==> src/rtl/mem_arbiter_pkg.sv <==
// Shared types for the two-host memory arbiter: ownership tags and FSM states.
package Types;

  typedef enum logic {
    OWNER_INSTR = 1'b0,
    OWNER_DATA  = 1'b1
  } owner_t;

  typedef enum logic [1:0] {
    ARB_IDLE  = 2'd0,
    ARB_OWN_I = 2'd1,
    ARB_OWN_D = 2'd2
  } arb_state_t;

  localparam int unsigned CNT_W = 32;

endpackage

==> src/rtl/mem_arbiter.sv <==
// Arbitrates an instruction host and a data host onto one memory agent,
// alternating on ties and inserting an idle bubble after every transaction.
module mem_arbiter
  import Types::*;
#(
  parameter int unsigned ADDR_W = 32,
  parameter int unsigned DATA_W = 32
) (
  input  logic                clk,
  input  logic                rst,
  input  logic [ADDR_W-1:0]   i_address,
  input  logic                i_read,
  output logic [DATA_W-1:0]   i_readdata,
  output logic                i_waitrequest,
  input  logic [ADDR_W-1:0]   d_address,
  input  logic                d_read,
  input  logic                d_write,
  input  logic [DATA_W-1:0]   d_writedata,
  input  logic [DATA_W/8-1:0] d_byteenable,
  output logic [DATA_W-1:0]   d_readdata,
  output logic                d_waitrequest,
  output logic [ADDR_W-1:0]   m_address,
  output logic                m_read,
  output logic                m_write,
  output logic [DATA_W-1:0]   m_writedata,
  output logic [DATA_W/8-1:0] m_byteenable,
  input  logic [DATA_W-1:0]   m_readdata,
  input  logic                m_waitrequest,
  output logic [CNT_W-1:0]    conflict_count
);

  localparam int unsigned BE_W = DATA_W / 8;

  arb_state_t       r_state;
  arb_state_t       w_state_nxt;
  owner_t           r_last_owner;
  owner_t           w_last_owner_nxt;
  logic [CNT_W-1:0] r_conflict_count;
  logic             w_conflict;
  logic             w_i_req;
  logic             w_d_req;

  assign w_i_req = i_read;
  assign w_d_req = d_read | d_write;

  // State, fairness flag and tie counter; reset aborts any transaction in flight.
  always_ff @(posedge clk) begin
    if (!rst) begin
      r_state          <= ARB_IDLE;
      r_last_owner     <= OWNER_INSTR;
      r_conflict_count <= '0;
    end else begin
      r_state      <= w_state_nxt;
      r_last_owner <= w_last_owner_nxt;
      if (w_conflict) begin
        r_conflict_count <= r_conflict_count + CNT_W'(1);
      end
    end
  end

  // Next-state decode and combinational forwarding of the owning host.
  always_comb begin
    w_state_nxt      = r_state;
    w_last_owner_nxt = r_last_owner;
    w_conflict       = 1'b0;
    m_address        = '0;
    m_read           = 1'b0;
    m_write          = 1'b0;
    m_writedata      = '0;
    m_byteenable     = '0;
    i_waitrequest    = 1'b1;
    d_waitrequest    = 1'b1;

    case (r_state)
      ARB_IDLE: begin
        if (w_i_req && w_d_req) begin
          w_conflict = 1'b1;
          if (r_last_owner == OWNER_INSTR) begin
            w_state_nxt      = ARB_OWN_D;
            w_last_owner_nxt = OWNER_DATA;
          end else begin
            w_state_nxt      = ARB_OWN_I;
            w_last_owner_nxt = OWNER_INSTR;
          end
        end else if (w_i_req) begin
          w_state_nxt      = ARB_OWN_I;
          w_last_owner_nxt = OWNER_INSTR;
        end else if (w_d_req) begin
          w_state_nxt      = ARB_OWN_D;
          w_last_owner_nxt = OWNER_DATA;
        end
      end

      ARB_OWN_I: begin
        m_address     = i_address;
        m_read        = i_read;
        m_byteenable  = {BE_W{1'b1}};
        i_waitrequest = m_waitrequest;
        if (!w_i_req || !m_waitrequest) begin
          w_state_nxt = ARB_IDLE;
        end
      end

      ARB_OWN_D: begin
        // A simultaneous read+write is treated as a write.
        m_address     = d_address;
        m_write       = d_write;
        m_read        = d_read & ~d_write;
        m_writedata   = d_writedata;
        m_byteenable  = d_byteenable;
        d_waitrequest = m_waitrequest;
        if (!w_d_req || !m_waitrequest) begin
          w_state_nxt = ARB_IDLE;
        end
      end

      default: begin
        w_state_nxt = ARB_IDLE;
      end
    endcase
  end

  assign i_readdata     = m_readdata;
  assign d_readdata     = m_readdata;
  assign conflict_count = r_conflict_count;

endmodule

==> config.mk <==
export PLATFORM = sky130hd
export DESIGN_NAME = mem_arbiter
export DESIGN_NICKNAME = d
export VERILOG_FILES = /design/src/rtl/mem_arbiter_pkg.sv /design/src/rtl/mem_arbiter.sv
export SDC_FILE = /design/constraint.sdc
export NUM_CORES = 1
export LEC_CHECK = 0
export CAP_MARGIN = 20
export CORE_AREA = 4 4 115 117
export CTS_CLUSTER_SIZE = 12
export DETAILED_ROUTE_END_ITERATION = 7
export DIE_AREA = 0 0 119 121
export PLACE_DENSITY = 0.81
export SLEW_MARGIN = 0
export SYNTH_ARGS = -nofsm -noshare
export SYNTH_HDL_FRONTEND = slang
export SYNTH_SLANG_ARGS = --single-unit
export TNS_END_PERCENT = 30
==> constraint.sdc <==
create_clock -name clk -period 2.7 [get_ports clk]
set_input_delay 0.675 -clock clk [delete_from_list [all_inputs] [get_ports clk]]
set_output_delay 0.675 -clock clk [all_outputs]
set_load 0.1 [all_outputs]
==> flow_summary_export.csv <==
group,metric,value,unit
cts,cts_setup_buffers,0,
hold_path,hold_end,"conflict_count[31]",
drt,drt_iter0_drc,163,
timing,fin_crit_sh,93.8,%
hold_path,hold_path.class,"reg2reg",
die,core,0.0124,mm^2
logic_synthesis,synth_top_area_share,23.2,%
global_routing,busiest_layer,"met2",
setup_path,reg2reg_from,"r_state[1]",
setup_path,ff2ff_path_depth,6,
logic_synthesis,yosysMostFrequentCell,"buf_4",
setup_path,r2r_slack,0.49,ns
setup_path,cp-start-kind,"input pin",
drt,drt-total-wl,15100,um
cells_and_area,drive_gt1_share,26.0,%
power,p_total,2.88,mW
logic_synthesis,ys_ff_latch,35,
global_routing,grt_overflow,0,
timing,skew,0.00622,ns
cts,clock_sinks,35,
timing,slew_violations,0,
power,p_leak,2.04,nW
logic_synthesis,syn_avg_cell_area,7.65,um^2
logic_synthesis,synthFlopType,"dfxtp_1",
cells_and_area,fill_cells,1138,
logic_synthesis,synthTopCellsByArea,"dfxtp_1 (23%), buf_4 (16%), a22oi_1 (7.9%), nor2b_1 (7.7%), and2_1 (7.0%)",
cells_and_area,area_growth,88.7,%
setup_path,cp_max_fo,7,
die,placementRows,41,
cts,post_cts_resized,0,
drt,via_per_inst,4.92,
timing,finalSetupViolCount,0,
drt,drtAntennaViolNets,0,
die,die_h,121,um
logic_synthesis,synth_warnings,0,
logic_synthesis,yosys-mux-area-fraction,0.662,%
logic_synthesis,synthArstFlopShare,0,%
timing,grt_setup_unrepaired,"no",
cts,clockRootBuffer,"clkbuf_16",
timing,tightest_slew,0.622,ns
global_routing,grtUsageMet2,27.0,%
global_routing,antenna_found_initial,1,
global_routing,grt_use_total,19.1,%
placed_design,dpl_cell_area,0.00552,mm^2
setup_path,endpoint_kind,"primary output",
global_routing,grtUsageMet3,13.9,%
die,die_area,0.0144,mm^2
logic_synthesis,synthSimpleGateAreaFrac,31.7,%
hold_path,hold_depth,2,
die,die-width,119,um
logic_synthesis,syn_nets,537,
logic_synthesis,ys_seq_area_share,23.2,%
status,outcome,"completed",
cts,cts-hold-fix-buffers,0,
logic_synthesis,synth_adder_area_share,1.66,%
die,start_util,24.5,%
timing,hold_viol_final,0,
cells_and_area,fin_area,0.00570,mm^2
cts,worst_setup_hold_path_clk_slew,0.06,ns
setup_path,worstPathArrival,1.86,ns
job,drv_cap,0,
cts,numCtsBuffers,5,
cts,cts_tree,"done",
logic_synthesis,synth_cell_types,41,
timing,slew_headroom,58.2,%
power,ir_drop,281,uV
logic_synthesis,synth_compound_area_share,19.2,%
placed_design,numPortBuffers,209,
drt,drt-pass1-iter-count,5,
timing,hold-worst-slack,0.474,ns
drt,vias,3486,
timing,min_period,2.53,ns
logic_synthesis,yosysTopAreaCell,"dfxtp_1",
global_routing,grt_pass1_vias,3377,
logic_synthesis,synth_top_family_by_area,"simple AND/OR/NAND/NOR gates",
cts,htree_levels,2,
timing,timing.fmax,395,MHz
logic_synthesis,syn-cell-area,0.00302,mm^2
cells_and_area,nets,676,
logic_synthesis,synth_edf_count,0,
drt,drc,0,
global_routing,grt_max_degree,71,
logic_synthesis,synthXorXnorAreaFrac,3.19,%
power,cellPowerDensity,506,mW/mm^2
die,ios,306,
global_routing,grt_pass1_wl,20900,um
timing,tns,0,ns
global_routing,grt_use_met1,22.4,%
placed_design,dpl.hpwl,12400,um
setup_path,worstReg2RegEnd,"conflict_count[29]",
hold_path,hold_start,"conflict_count[31]",
logic_synthesis,synth_commonest_cells,"buf_4 (65), nor2b_1 (37), dfxtp_1 (35), and2_1 (34), a22oi_1 (32)",
cts,insertion_delay,0.28,ns
drt,routedWlPerCell,21.3,um
placed_design,place.gp.congestion,0.879,
setup_path,critPathKind,"in2out",
setup_path,required,2.03,ns
cts,clock_path_buffers,2,
logic_synthesis,syn-instance-count,395,
-- per-layer routing --
| layer | up-vias | routed length [um] | share of wire (%) |
|---|---|---|---|
| li1 | 1618 | - | - |
| met2 | 204 | 6470 | 43 |
| met4 | 0 | 435 | 2.9 |
| met1 | 1618 | 5650 | 37 |
| met3 | 46 | 2530 | 17 |
| met5 | - | 0 | 0 |
-- metrics by stage --
| step | instances | utilization, % | setup slack (ns) |
|---|---|---|---|
| floorplan | 395 | - | -0.503 |
| global placement | 698 | 44.6 | 0.0681 |
| finish | 708 | 46.1 | 0.168 |
| CTS | 706 | 45.9 | 0.0916 |
| detailed placement | 698 | 44.6 | -0.0129 |
| global route | 708 | 46.1 | 0.0460 |
-- sequential cells by signal (all words and copies together) (netlist names) --
register	count
r_last_owner	1
r_state	2
conflict_count	32
-- worst max-delay path by stage --
stage                from            endpoint  slack, ns  cells after the start
6_report          d_write              m_read       0.17                      5
2_1_floorplan  r_state[1]       m_address[11]      -0.50                      6
3_5_place_dp       i_read  conflict_count[29]      -0.01                      5
3_3_place_gp       i_read  conflict_count[13]       0.07                      5
4_1_cts        r_state[0]        m_address[5]       0.09                      6
5_1_grt        r_state[0]        m_address[5]       0.05                      6
-- cells by family (layout without fill, tap and decap cells) --
family / after synthesis / count (layout)
AOI/OAI and AO/OA: 87 / 87
xor gates and xnor gates: 11 / 11
adders and majority gates: 4 / 4
buffers and inverters: 95 / 235
DFF: 35 / 35
muxes: 2 / 2
other: 0 / 1
and+or+nand+nor: 161 / 161
-- placed cells by master (no fill, tap or decap), types with 2 or more instances in the layout --
master | Yosys | routed
a21oi_1 | 26 | 26
and2_1 | 34 | 34
xor2_1 | 4 | 4
nand2_1 | 12 | 12
and3_1 | 4 | 4
mux2i_1 | 2 | 2
o21ai_0 | 5 | 5
nand3_1 | 11 | 11
nor4_1 | 5 | 5
inv_1 | 5 | 5
buf_12 | 0 | 74
nor2b_1 | 37 | 27
a22oi_1 | 32 | 32
o21ai_1 | 3 | 3
or3_1 | 7 | 7
ha_1 | 4 | 3
dfxtp_1 | 35 | 35
or4_1 | 15 | 15
nand2b_1 | 3 | 3
nor2b_2 | 0 | 10
clkdlybuf4s50_1 | 0 | 105
xnor2_1 | 7 | 7
buf_4 | 65 | 41
clkbuf_8 | 0 | 2
o31ai_1 | 14 | 14
and4_1 | 3 | 3
nor2_1 | 17 | 17
clkbuf_16 | 0 | 6
nand4_1 | 9 | 9
-- area by class of cell --
type	count	area (um^2)	share of cell area (%)
repair buffers	221	2870	50.2
multi-input cells	265	1740	30.5
flip-flops and latches	35	701	12.3
well taps	172	215	3.77
clock buffers	7	153	2.68
inverters	6	22.5	0.395
clock inverters	1	7.51	0.132
diodes	1	2.50	0.0439
-- worst max-delay path: stages --
cell and delay [ns]:
clkdlybuf4s50_1 0.44, buf_4 0.17, nand3b_1 0.17, a21boi_2 0.20, buf_12 0.19
-- power breakdown --
| group | internal, mW | total [mW] | switching [mW] |
|---|---|---|---|
| sequential | 0.527 | 0.540 | 0.0124 |
| combinational | 0.656 | 1.73 | 1.08 |
| clock | 0.392 | 0.611 | 0.219 |
| total | 1.58 | 2.88 | 1.31 |
Power figures use the tool's default switching activity.
